`config.mk`:
```
export PLATFORM = sky130hd
export DESIGN_NAME = scr1_dmem_arb
export DESIGN_NICKNAME = d
export VERILOG_FILES = /design/src/rtl/scr1_memif.sv /design/src/rtl/scr1_arb_starve_cnt.sv /design/src/rtl/scr1_dmem_arb.sv
export SDC_FILE = /design/constraint.sdc
export NUM_CORES = 1
export LEC_CHECK = 0
export CORE_AREA = 2 2 347 349
export CTS_BUF_LIST = sky130_fd_sc_hd__clkbuf_16
export DETAILED_ROUTE_END_ITERATION = 10
export DIE_AREA = 0 0 349 351
export SLEW_MARGIN = 20
export SYNTH_ARGS = -nofsm -noshare
export SYNTH_HDL_FRONTEND = slang
export SYNTH_SLANG_ARGS = --single-unit
export TNS_END_PERCENT = 50
```
`constraint.sdc`:
```
create_clock -name clk -period 1.9 [get_ports clk]
set_clock_uncertainty 0.15 [all_clocks]
set_input_delay 0.19 -clock clk [delete_from_list [all_inputs] [get_ports clk]]
set_output_delay 0.19 -clock clk [all_outputs]
set_load 0.01 [all_outputs]
```
`src/rtl/scr1_memif.sv`:
```
// Shared memory-interface types for the SCR1 data path and the core/RLWE
// data-port arbiter.
`ifndef SCR1_DMEM_AWIDTH
`define SCR1_DMEM_AWIDTH 32
`endif

package scr1_memif;

  localparam int unsigned SCR1_VECTOR_WIDTH = 128;

  typedef logic [SCR1_VECTOR_WIDTH-1:0] type_vector;

  typedef enum logic {
    SCR1_MEM_CMD_RD = 1'b0,
    SCR1_MEM_CMD_WR = 1'b1
  } type_scr1_mem_cmd_e;

  typedef enum logic [2:0] {
    SCR1_MEM_WIDTH_BYTE  = 3'd0,
    SCR1_MEM_WIDTH_HWORD = 3'd1,
    SCR1_MEM_WIDTH_WORD  = 3'd2,
    SCR1_MEM_WIDTH_DWORD = 3'd3,
    SCR1_MEM_WIDTH_VEC   = 3'd4
  } type_scr1_mem_width_e;

  typedef enum logic [1:0] {
    SCR1_MEM_RESP_NOTRDY = 2'd0,
    SCR1_MEM_RESP_RDY_OK = 2'd1,
    SCR1_MEM_RESP_RDY_ER = 2'd2
  } type_scr1_mem_resp_e;

  typedef enum logic {
    SCR1_ARB_CORE = 1'b0,
    SCR1_ARB_RLWE = 1'b1
  } type_scr1_arb_owner_e;

  typedef enum logic {
    SCR1_ARB_IDLE = 1'b0,
    SCR1_ARB_BUSY = 1'b1
  } type_scr1_arb_st_e;

endpackage

```
`src/rtl/scr1_arb_starve_cnt.sv`:
```
// Saturating count of cycles an RLWE request has been waiting; reaching the
// limit forces the RLWE side to win the next grant.
module scr1_arb_starve_cnt #(
  parameter int unsigned STARVE_LIMIT = 8,
  localparam int unsigned CW = (STARVE_LIMIT > 0) ? $clog2(STARVE_LIMIT + 1) : 1
) (
  input  logic clk,
  input  logic rst_n,
  input  logic rlwe_req,
  input  logic rlwe_accept,
  output logic at_limit
);

  localparam logic [CW-1:0] LIMIT = CW'(STARVE_LIMIT);

  logic [CW-1:0] cnt_r;

  // Wait counter: clears when RLWE is served or stops asking, else saturates
  always_ff @(posedge clk or negedge rst_n) begin
    if (!rst_n) begin
      cnt_r <= {CW{1'b0}};
    end else if (rlwe_accept | ~rlwe_req) begin
      cnt_r <= {CW{1'b0}};
    end else if (cnt_r != LIMIT) begin
      cnt_r <= cnt_r + CW'(1);
    end else begin
      cnt_r <= cnt_r;
    end
  end

  assign at_limit = (cnt_r == LIMIT);

endmodule

```
`src/rtl/scr1_dmem_arb.sv`:
```
// Core/RLWE arbiter for the single TCM data port: fixed core priority with an
// RLWE anti-starvation bound, one outstanding transaction, owner-routed response.
`ifndef SCR1_DMEM_AWIDTH
`define SCR1_DMEM_AWIDTH 32
`endif

module scr1_dmem_arb
  import scr1_memif::*;
#(
  parameter int unsigned STARVE_LIMIT = 8,
  parameter int unsigned AWIDTH       = `SCR1_DMEM_AWIDTH
) (
  input  logic                 clk,
  input  logic                 rst_n,
  input  logic                 core_req,
  output logic                 core_req_ack,
  input  type_scr1_mem_cmd_e   core_cmd,
  input  type_scr1_mem_width_e core_width,
  input  logic [AWIDTH-1:0]    core_addr,
  input  type_vector           core_wdata,
  output type_vector           core_rdata,
  output type_scr1_mem_resp_e  core_resp,
  input  logic                 rlwe_req,
  output logic                 rlwe_req_ack,
  input  type_scr1_mem_cmd_e   rlwe_cmd,
  input  type_scr1_mem_width_e rlwe_width,
  input  logic [AWIDTH-1:0]    rlwe_addr,
  input  type_vector           rlwe_wdata,
  output type_vector           rlwe_rdata,
  output type_scr1_mem_resp_e  rlwe_resp,
  output logic                 mem_req,
  input  logic                 mem_req_ack,
  output type_scr1_mem_cmd_e   mem_cmd,
  output type_scr1_mem_width_e mem_width,
  output logic [AWIDTH-1:0]    mem_addr,
  output type_vector           mem_wdata,
  input  type_vector           mem_rdata,
  input  type_scr1_mem_resp_e  mem_resp,
  output logic                 arb_owner
);

  type_scr1_arb_st_e    st_r;
  type_scr1_arb_st_e    st_next_s;
  type_scr1_arb_owner_e owner_r;
  type_scr1_arb_owner_e owner_next_s;
  type_scr1_arb_owner_e sel_owner_s;
  logic                 en_r;
  logic                 resp_done_s;
  logic                 free_s;
  logic                 sel_rlwe_s;
  logic                 accept_s;
  logic                 starve_lim_s;

  // A response in BUSY frees the port in the same cycle, enabling back-to-back
  assign resp_done_s = (mem_resp != SCR1_MEM_RESP_NOTRDY);
  assign free_s      = en_r & ((st_r == SCR1_ARB_IDLE) | resp_done_s);
  assign sel_rlwe_s  = rlwe_req & (~core_req | starve_lim_s);
  assign sel_owner_s = sel_rlwe_s ? SCR1_ARB_RLWE : SCR1_ARB_CORE;
  assign mem_req     = free_s & (core_req | rlwe_req);
  assign accept_s    = mem_req & mem_req_ack;
  assign arb_owner   = (owner_r == SCR1_ARB_RLWE);

  scr1_arb_starve_cnt #(
    .STARVE_LIMIT (STARVE_LIMIT)
  ) i_starve_cnt (
    .clk         (clk),
    .rst_n       (rst_n),
    .rlwe_req    (rlwe_req),
    .rlwe_accept (accept_s & sel_rlwe_s),
    .at_limit    (starve_lim_s)
  );

  // State, owner and post-reset enable registers
  always_ff @(posedge clk or negedge rst_n) begin
    if (!rst_n) begin
      st_r    <= SCR1_ARB_IDLE;
      owner_r <= SCR1_ARB_CORE;
      en_r    <= 1'b0;
    end else begin
      st_r    <= st_next_s;
      owner_r <= owner_next_s;
      en_r    <= 1'b1;
    end
  end

  // Next-state and next-owner selection
  always_comb begin
    st_next_s    = st_r;
    owner_next_s = owner_r;
    case (st_r)
      SCR1_ARB_IDLE: begin
        if (accept_s) begin
          st_next_s    = SCR1_ARB_BUSY;
          owner_next_s = sel_owner_s;
        end else begin
          st_next_s    = SCR1_ARB_IDLE;
        end
      end
      SCR1_ARB_BUSY: begin
        if (accept_s) begin
          st_next_s    = SCR1_ARB_BUSY;
          owner_next_s = sel_owner_s;
        end else if (resp_done_s) begin
          st_next_s    = SCR1_ARB_IDLE;
        end else begin
          st_next_s    = SCR1_ARB_BUSY;
        end
      end
      default: begin
        st_next_s = SCR1_ARB_IDLE;
      end
    endcase
  end

  // Acks, request-field mux and response routing to the registered owner
  always_comb begin
    core_req_ack = 1'b0;
    rlwe_req_ack = 1'b0;
    core_resp    = SCR1_MEM_RESP_NOTRDY;
    rlwe_resp    = SCR1_MEM_RESP_NOTRDY;
    core_rdata   = {SCR1_VECTOR_WIDTH{1'b0}};
    rlwe_rdata   = {SCR1_VECTOR_WIDTH{1'b0}};
    if (accept_s) begin
      core_req_ack = ~sel_rlwe_s;
      rlwe_req_ack = sel_rlwe_s;
    end else begin
      core_req_ack = 1'b0;
      rlwe_req_ack = 1'b0;
    end
    if (sel_rlwe_s) begin
      mem_cmd   = rlwe_cmd;
      mem_width = rlwe_width;
      mem_addr  = rlwe_addr;
      mem_wdata = rlwe_wdata;
    end else begin
      mem_cmd   = core_cmd;
      mem_width = core_width;
      mem_addr  = core_addr;
      mem_wdata = core_wdata;
    end
    case (st_r)
      SCR1_ARB_BUSY: begin
        if (owner_r == SCR1_ARB_RLWE) begin
          rlwe_resp  = mem_resp;
          rlwe_rdata = mem_rdata;
        end else begin
          core_resp  = mem_resp;
          core_rdata = mem_rdata;
        end
      end
      default: begin
        core_resp = SCR1_MEM_RESP_NOTRDY;
        rlwe_resp = SCR1_MEM_RESP_NOTRDY;
      end
    endcase
  end

endmodule

```
==> flow_summary_export.csv <==
group,metric,value,unit
power,vdd_drop_max,0.206,mV
global_route,grt_most_used_layer,"met2",
synthesis,ys_ff_latch,7,
clock_network,root_buffer,"clkbuf_16",
clock_network,ctsHoldBuffers,0,
global_route,grt_pass1_vias,8248,
floorplanning,die_width,349,um
sta,hold_violations,0,
synthesis,yosys.area.top_type,"mux2_1",
global_route,grt_overflow_total,0,
routing,routed_wl,92.3,mm
synthesis,synth.avg_cell_area,8.21,um^2
finish,drive_gt1_frac,0.405,
clock_network,cts.sinks,7,
floorplanning,row_count,127,
setup_path,critPathMostFrequentCell,"buf_12",
setup_path,reg2reg_depth,5,
global_route,grt_pass1_wl,101,mm
status,status,"complete, but fails checks",
global_route,antenna_found_initial,75,
power,power_density,289,nW/um^2
routing,avgViaCountPerCell,2.90,
setup_path,rr_startpoint,"st_r$_DFF_PN0_",
global_route,grtUsageMet3,0.0540,
floorplanning,core-area,119000,um^2
setup_path,max_stage_delay,0.36,ns
status,violations,"setup timing",
setup_path,crit_path_max_fanout,7,
finish,fillers,13400,
sta,final.period_utilization,1.43,
global_route,grt_usage,0.130,
floorplanning,die_h,351,um
synthesis,synth.distinct_cells,31,
clock_network,cts_tree,"done",
synthesis,synthCells,526,
setup_path,required,1.56,ns
sta,max_clock_freq,0.369,GHz
clock_network,clock_latency,0.23,ns
placed_design,numPortBuffers,890,
floorplanning,dieArea,122000,um^2
finish,area_delta_synth_final,313,%
setup_path,cp.arrival,2.37,ns
floorplanning,start_util,0.0363,
routing,vias,8923,
floorplanning,ioPinCount,891,
clock_network,clockBufferDepth,2,
setup_path,reg2reg_to,"i_starve_cnt.cnt_r[2]$_DFFE_PN0P_",
routing,drc,0,
setup_path,slowest_stage,"dfrtp_1",
synthesis,yosysWarnings,0,
finish,final_area,17800,um^2
placed_design,routabilityCongestion,0.865,
placed_design,dp_slack,-0.799,ns
power,total_power,0.00515,W
sta,setup_viol,403,
routing,dr.pass1.iters,5,
routing,drt.antenna.violating_nets,0,
clock_network,cts_buffers,3,
synthesis,syn_area,4320,um^2
setup_path,rrSetupSlack,0.11,ns
power,leakagePower,8.11,nW
setup_path,cp-start-kind,"register",
setup_path,crit_path_end_kind,"output port",
setup_path,crit_chain,"inv_2 -> ha_4 -> and3b_2 -> o21ai_4 -> buf_12 -> buf_12 -> clkbuf_16 -> buf_4 -> mux2_2 -> clkbuf_2",
sta,final_max_slew_viol_count,0,
clock_network,cts.reportedPaths.clkPinSlew,0.04,ns
placed_design,placed_area,16200,um^2
synthesis,synth-seq-area-share,0.0405,
synthesis,synth_top_area_frac,0.268,
min_path,hold_class,"in -> async",
sta,rsz0062_at_grt,"true",
flow_run,maxCapViolCount,0,
global_route,use_met2,0.207,
routing,wl_per_cell,30.0,um
routing,drt-initial-drc-count,464,
global_route,grt_max_degree,86,
synthesis,yosys-top-cells-area,"mux2_1, and3_1, and2_1, mux2_2, buf_8",
synthesis,syn_nets,991,
clock_network,htree_levels,1,
finish,fin_util,0.150,
global_route,grt_util_met1,0.165,
finish,nNetsFinal,1977,
sta,tns,-195.21,ns
sta,fin_crit,2.71,ns
setup_path,criticalPathCategory,"reg -> out",
sta,fin_ws,-0.813,ns
placed_design,post-dp-hpwl,80.1,mm
## how the worst max path moves through the flow
stage,to,start,depth (start not counted)
after global placement,mem_addr[16],core_req,7
after floorplan,mem_wdata[101],i_starve_cnt.cnt_r[0]$_DFFE_PN0P_,7
after detailed placement,mem_addr[16],core_req,7
after CTS,mem_wdata[33],i_starve_cnt.cnt_r[0]$_DFFE_PN0P_,8
final,mem_addr[13],i_starve_cnt.cnt_r[0]$_DFFE_PN0P_,10
after global routing,mem_addr[18],i_starve_cnt.cnt_r[0]$_DFFE_PN0P_,11
## routing by layer
layer	wire, um	vias to the layer above
li1	-	3862
met1	38700	4219
met2	41500	635
met3	9510	149
met4	2260	58
met5	361	-
## registers in the layout, indices dropped and copies added (netlist names)
signal              flops
en_r                    1
st_r                    1
i_starve_cnt.cnt_r      4
arb_owner               1
## report_power, final
group          internal [W]  switching (W)
Clock              0.000274      0.0000806
Sequential         0.000166      0.0000136
Combinational       0.00272        0.00189
Total               0.00316        0.00199
## cell type report
cell class | instances | area [um^2] | area share
inverter | 5 | 18.8 | 0.00105
clock buffer | 3 | 75.1 | 0.00421
timing repair buffer | 1042 | 11500 | 0.645
tap | 1548 | 1940 | 0.109
antenna | 22 | 55.1 | 0.00309
sequential | 7 | 183 | 0.0102
multi-input combinational | 453 | 4070 | 0.228
clock inverter | 1 | 3.75 | 0.000210
## Yosys cell counts
master     number
inv_1           5
buf_2           1
o22ai_1         2
or3b_1          1
mux2_2         61
o211a_1         1
xor2_1          1
buf_12          1
buf_8          16
xnor2_1         1
a31o_2          1
a21oi_1         1
o2111ai_1       1
buf_6           1
a211oi_1        1
o21ai_4         1
clkbuf_1       42
and3b_2         1
nand3_1         5
and4_4          1
nand2_1         2
nand3b_1        1
nor2b_1         1
and3_1        132
ha_1            2
and2_1        130
nor4_1          1
conb_1          1
dfrtp_1         7
mux2_1        103
a41oi_1         1
## cell usage in the layout, fill, tap and decap left out, types with 2 or more instances in the layout
cell,n
and2_1,105
and2_4,25
and3_1,130
and3_4,2
buf_12,108
buf_16,5
buf_2,12
buf_4,123
buf_6,85
buf_8,7
clkbuf_16,18
clkbuf_2,50
clkdlybuf4s15_2,2
clkdlybuf4s50_1,574
dfrtp_1,5
dfrtp_4,2
diode_2,22
dlymetal6s2s_1,61
inv_1,4
inv_2,2
mux2_2,89
mux2_4,75
nand2_1,2
nand3_1,5
o22ai_1,2
## logic make-up (layout without fill, tap and decap cells)
family / after synthesis / count (layout) / synth area share
other: 1 / 23 / 0.000868
adders and majority gates: 2 / 2 / 0.00579
AOI/OAI and AO/OA: 9 / 9 / 0.0180
DFF: 7 / 7 / 0.0405
and+or+nand+nor: 275 / 275 / 0.398
muxes: 164 / 164 / 0.427
buffers and inverters: 66 / 1051 / 0.105
xor gates and xnor gates: 2 / 2 / 0.00406
## worst max-delay path, delay by kind of cell (launching register included)
family | cells | cell delay [ns]
buf+inv | 6 | 0.83
flops | 1 | 0.36
mux | 1 | 0.35
simple gates | 1 | 0.23
compound gates | 1 | 0.17
fa+ha+maj | 1 | 0.15
## metrics by stage
| stage | cells | hold slack [ns] |
|---|---|---|
| finish | 3081 | 0.104 |
| global route | 3066 | 0.126 |
| CTS | 2980 | 0.108 |
| detailed placement | 2975 | 0.351 |
| global placement | 2975 | 0.340 |
| floorplan | 526 | -0.256 |
## repair_timing
action,in CTS,in global routing
setup buffers,1,59
gates resized for setup,108,603
cloned,0,21
endpoints found under the setup margin,410,421
pin swaps,0,15
Note: power is estimated with default switching activity, not from simulation.
